$ cat src/rtl/uart_pkg.sv
// uart_pkg: shared constants and types for the UART receive-side buffer.
//   DATA_W     - byte width carried from top_uart to the host
//   FIFO_DEPTH - default number of FIFO entries (power of 2)
//   FIFO_AW    - pointer width matching FIFO_DEPTH
//   cap_state_e - capture FSM encoding
package uart_pkg;

  localparam int DATA_W     = 8;
  localparam int FIFO_DEPTH = 16;
  localparam int FIFO_AW    = 4;

  typedef enum logic [1:0] {
    IDLE     = 2'd0,
    ACK      = 2'd1,
    WAIT_LOW = 2'd2
  } cap_state_e;

endpackage

$ cat src/rtl/uart_rx_fifo_sync_fifo.sv
// sync_fifo: DEPTH x DATA_W first-word-fall-through FIFO.
//   clk, rst_n  - clock, asynchronous active-low reset (storage not reset)
//   wr_en       - push wr_data; honoured when not full or when popping too
//   wr_data     - byte to push
//   rd_en       - pop the head; ignored when empty
//   rd_data     - head entry, combinational from storage
//   empty, full - registered occupancy flags derived from count
//   count       - registered occupancy 0..DEPTH
module sync_fifo
  import uart_pkg::*;
#(
  parameter int DEPTH = FIFO_DEPTH,
  parameter int AW    = FIFO_AW
) (
  input  logic              clk,
  input  logic              rst_n,
  input  logic              wr_en,
  input  logic [DATA_W-1:0] wr_data,
  input  logic              rd_en,
  output logic [DATA_W-1:0] rd_data,
  output logic              empty,
  output logic              full,
  output logic [AW:0]       count
);

  logic [DATA_W-1:0] mem_r [DEPTH];
  logic [AW-1:0]     wr_ptr_r;
  logic [AW-1:0]     rd_ptr_r;
  logic [AW:0]       count_r;
  logic [AW:0]       count_next_s;
  logic              empty_r;
  logic              full_r;
  logic              rd_fire_s;
  logic              wr_fire_s;

  // A push into a full FIFO is only legal because the same-cycle pop frees a slot.
  assign rd_fire_s = rd_en & ~empty_r;
  assign wr_fire_s = wr_en & (~full_r | rd_fire_s);

  // Next occupancy: a simultaneous push and pop leaves it unchanged.
  always_comb begin
    count_next_s = count_r;
    case ({wr_fire_s, rd_fire_s})
      2'b10:   count_next_s = count_r + (AW+1)'(1);
      2'b01:   count_next_s = count_r - (AW+1)'(1);
      default: count_next_s = count_r;
    endcase
  end

  // Pointers, occupancy and flags; pointers wrap naturally since DEPTH == 2**AW.
  always_ff @(posedge clk or negedge rst_n) begin
    if (!rst_n) begin
      wr_ptr_r <= '0;
      rd_ptr_r <= '0;
      count_r  <= '0;
      empty_r  <= 1'b1;
      full_r   <= 1'b0;
    end else begin
      if (wr_fire_s) wr_ptr_r <= wr_ptr_r + AW'(1);
      if (rd_fire_s) rd_ptr_r <= rd_ptr_r + AW'(1);
      count_r <= count_next_s;
      empty_r <= (count_next_s == '0);
      full_r  <= (count_next_s == (AW+1)'(DEPTH));
    end
  end

  // Storage array, deliberately left out of reset.
  always_ff @(posedge clk) begin
    if (wr_fire_s) mem_r[wr_ptr_r] <= wr_data;
  end

  assign rd_data = mem_r[rd_ptr_r];
  assign empty   = empty_r;
  assign full    = full_r;
  assign count   = count_r;

endmodule

$ cat src/rtl/uart_rx_fifo.sv
// uart_rx_fifo: captures bytes from top_uart into a FWFT FIFO for the host.
//   clk, rst_n      - clock, asynchronous active-low reset
//   rx_data, rdy    - byte and level ready flag from top_uart
//   rdy_clr         - one-cycle acknowledge pulse back to top_uart
//   rd_en, rd_data  - host pop request and head-of-FIFO byte
//   empty, full     - FIFO occupancy flags
//   count           - occupancy 0..DEPTH
//   overrun         - sticky flag: a byte was dropped on a full FIFO
//   ovr_clr         - clears overrun (a same-cycle drop wins)
module uart_rx_fifo
  import uart_pkg::*;
#(
  parameter int DEPTH = FIFO_DEPTH,
  parameter int AW    = FIFO_AW
) (
  input  logic              clk,
  input  logic              rst_n,
  input  logic [DATA_W-1:0] rx_data,
  input  logic              rdy,
  output logic              rdy_clr,
  input  logic              rd_en,
  output logic [DATA_W-1:0] rd_data,
  output logic              empty,
  output logic              full,
  output logic [AW:0]       count,
  output logic              overrun,
  input  logic              ovr_clr
);

  cap_state_e state_r;
  logic       rdy_clr_r;
  logic       overrun_r;
  logic       capture_s;
  logic       accept_s;
  logic       drop_s;

  // A byte is taken only on the IDLE->ACK edge; a full FIFO accepts it only
  // when the host pops in the same cycle.
  assign capture_s = (state_r == IDLE) & rdy;
  assign accept_s  = capture_s & (~full | (rd_en & ~empty));
  assign drop_s    = capture_s & ~accept_s;

  // Capture FSM with registered acknowledge; WAIT_LOW blocks a second capture
  // of the same byte while top_uart is still clearing rdy.
  always_ff @(posedge clk or negedge rst_n) begin
    if (!rst_n) begin
      state_r   <= IDLE;
      rdy_clr_r <= 1'b0;
    end else begin
      case (state_r)
        IDLE: begin
          if (rdy) begin
            state_r   <= ACK;
            rdy_clr_r <= 1'b1;
          end else begin
            state_r   <= IDLE;
            rdy_clr_r <= 1'b0;
          end
        end
        ACK: begin
          state_r   <= WAIT_LOW;
          rdy_clr_r <= 1'b0;
        end
        WAIT_LOW: begin
          rdy_clr_r <= 1'b0;
          if (!rdy) state_r <= IDLE;
          else      state_r <= WAIT_LOW;
        end
        default: begin
          state_r   <= IDLE;
          rdy_clr_r <= 1'b0;
        end
      endcase
    end
  end

  // Sticky overrun: a drop in the same cycle as ovr_clr keeps it set.
  always_ff @(posedge clk or negedge rst_n) begin
    if (!rst_n)       overrun_r <= 1'b0;
    else if (drop_s)  overrun_r <= 1'b1;
    else if (ovr_clr) overrun_r <= 1'b0;
    else              overrun_r <= overrun_r;
  end

  sync_fifo #(
    .DEPTH (DEPTH),
    .AW    (AW)
  ) u_fifo (
    .clk     (clk),
    .rst_n   (rst_n),
    .wr_en   (accept_s),
    .wr_data (rx_data),
    .rd_en   (rd_en),
    .rd_data (rd_data),
    .empty   (empty),
    .full    (full),
    .count   (count)
  );

  assign rdy_clr = rdy_clr_r;
  assign overrun = overrun_r;

endmodule

$ cat config.mk
export PLATFORM = sky130hd
export DESIGN_NAME = uart_rx_fifo
export DESIGN_NICKNAME = d
export VERILOG_FILES = /design/src/rtl/uart_pkg.sv /design/src/rtl/uart_rx_fifo_sync_fifo.sv /design/src/rtl/uart_rx_fifo.sv
export SDC_FILE = /design/constraint.sdc
export NUM_CORES = 1
export LEC_CHECK = 0
export ABC_AREA = 1
export CELL_PAD_IN_SITES_DETAIL_PLACEMENT = 2
export CELL_PAD_IN_SITES_GLOBAL_PLACEMENT = 2
export CORE_UTILIZATION = 40
export DETAILED_ROUTE_END_ITERATION = 8
export HOLD_SLACK_MARGIN = 0.1
export PLACE_DENSITY_LB_ADDON = 0.1
export SYNTH_ARGS = -nofsm -noshare
export SYNTH_HDL_FRONTEND = slang
export SYNTH_SLANG_ARGS = --single-unit
$ cat constraint.sdc
create_clock -name clk -period 6.7 [get_ports clk]
set_input_delay 1.34 -clock clk [delete_from_list [all_inputs] [get_ports clk]]
set_output_delay 1.34 -clock clk [all_outputs]
set_load 0.02 [all_outputs]
==> out/metrics.cfg <==
[synthesis]
synthTopCellsByArea=edfxtp_1, dfrtp_1, nor2_1
synth_area_um2=6150
ys_types=26
syn_avg_cell_area_um2=12.0
synth_top_area_cell=edfxtp_1
yosysWarnings=0
syn_inst=513
synthesis.nets=534
synth-seq-cells=147
ys_seq_area_share_pct=70.2
synth_top_area_share_pct=62.5

[clocking]
clk_pin_slew_ns=0.06
cts_resized=0
root_buffer=clkbuf_16
clock_latency_ns=0.43
cts_buffers=17
htreeDepth=4
clock-sinks=147
post_cts_buffers=0
clockBufferDepth=2
tritoncts=yes
ctsHoldBuffers=0

[routing]
vias=4065
ant_nets=0
viasPerCell=5.51
drc=0
routedWlPerCell_um=23.9
drtIter0Drc=262
wirelength_mm=17.6
dr.pass1.iters=4

[cells_and_area]
drive_above_1_share_pct=9.21
final_cell_mix=edfxtp_1, nor2_1, o21ai_0
areaGrowthSynthToFinish_pct=17.2
final_common_cell=edfxtp_1
diodes=0
nNetsFinal=562
stdcell_count=738

[grt]
antenna_found_initial=0
grt.total_usage_pct=24.3
grt_pass1_vias=4677
grt_overflow=0
grt_pass1_wl_mm=27.8
grt_start_max_net_pins=67

[run]
max-cap-violations=0

[power]
ir_worst_vdd_uv=263
power_leakage_nw=2.53
power_density_nw_per_um2=480

[sta]
maxSlewHeadroom_pct=25.2
clock-skew-final_ns=0.0128
tightest_slew_ns=1.12
period_needed_ns=4.56
min_period_over_period_pct=68.0
slew_violations=0
hold_viol_final=0
fin_tns_setup_ns=0
rsz0062_at_grt=no
fmax_ghz=0.219
setup_violations=0

[min_path]
hold_path.class=reg -> reg
min_from=state_r[1]

[critical_path]
cp-start-kind=flip-flop
critPathArrivalTime_ns=3.22
startpoint=u_fifo.rd_ptr_r[0]
end_kind=primary output
cp_max_fo=44
required_ns=5.36
path_class=reg -> out
r2r-start=u_fifo.empty

[floorplanning]
initial_core_util_pct=41.7
die_h_um=126
dieArea_um2=15900
rows=44
ios=30
coreArea_um2=14800
die_w_um=126

[placed_design]
hpwl_mm=11.0
gp_congestion=0.780
port_buffers=29
dp.cells=706

[outcome]
status=finished clean

-- final timing paths --
check                                      to  slack (ns)  cells past startpoint
setup / recovery                   rd_data[1]        2.14                      9
hold / removal                     state_r[0]        0.51                      1
setup reg to reg                  u_fifo.full        4.01                     14
hold reg to reg                    state_r[0]        0.51                      1
max in group asynchronous  u_fifo.rd_ptr_r[1]        4.56                      1
min in group asynchronous  u_fifo.rd_ptr_r[0]        1.46                      1
-- power by group --
| group | internal [mW] | leakage (nW) | total, mW | switching [mW] |
|---|---|---|---|---|
| Combinational | 0.391 | 0.832 | 1.18 | 0.789 |
| Clock | 0.694 | 0.314 | 1.07 | 0.380 |
| Sequential | 1.10 | 1.38 | 1.21 | 0.113 |
-- registers in the layout (all words and copies together), names as in the netlist --
name and count:
state_r 2, u_fifo.wr_ptr_r 4, overrun 1, u_fifo.count 5, u_fifo.mem_r 128, rdy_clr 1
u_fifo.rd_ptr_r 4, u_fifo.empty 1, u_fifo.full 1
-- metal layers --
layer | wire (um) | share of wire (%) | GRT usage (%) | up-vias
li1 | - | - | - | 1869
met1 | 7600 | 43 | 31.0 | 2102
met2 | 8990 | 51 | 41.8 | 79
met3 | 813 | 4.6 | 4.72 | 15
met4 | 205 | 1.2 | 7.65 | 0
met5 | 0 | 0 | 0 | -
-- kinds of logic after synthesis --
family          share of synthesized area, %
xor+xnor                               0.997
flops                                   70.2
buf+inv                                 4.11
simple gates                            12.7
compound gates                          10.4
fa+ha+maj                               1.63
-- critical path, cell delays in order (launching register included) --
cell	delay, ns
dfrtp_2	0.41
inv_2	0.65
buf_4	0.35
nor2_1	0.07
nor2_1	0.11
o21ai_0	0.10
o211ai_1	0.15
nand3_1	0.17
nand2_1	0.11
clkdlybuf4s50_1	0.62
-- synth_stat cells (all sizes together) --
| library cell | n |
|---|---|
| dfrtp | 18 |
| nor2 | 123 |
| xor2 | 6 |
| xnor2 | 1 |
| a21oi | 1 |
| clkbuf | 8 |
| o211ai | 32 |
| nand3 | 18 |
| nand2 | 48 |
| edfxtp | 128 |
| inv | 23 |
| clkinv | 1 |
| o21ai | 75 |
| or2 | 1 |
| o32ai | 1 |
| ha | 8 |
| dfstp | 1 |
| buf | 17 |
| nand4 | 3 |
-- cell type report --
cell class | count | area, um^2
Fill cell | 1478 | 7540
Clock buffer | 17 | 425
Clock inverter | 15 | 238
Tap cell | 184 | 230
Inverter | 24 | 90.1
Sequential cell | 147 | 4320
Timing Repair Buffer | 34 | 328
Multi-Input combinational cell | 317 | 1580
-- through the flow --
step	utilization (%)	setup slack, ns	hold slack (ns)	power [mW]	instance area [um^2]
after floorplan	-	3.66	0.467	1.97	6150
after global placement	44.4	2.71	0.500	2.35	6550
after detailed placement	44.4	2.62	0.507	2.41	6550
after CTS	48.9	2.12	0.516	3.51	7210
after global routing	48.9	1.95	0.533	3.66	7210
final	48.9	2.14	0.510	3.46	7210
No activity file was read; power rests on OpenSTA's default activity.
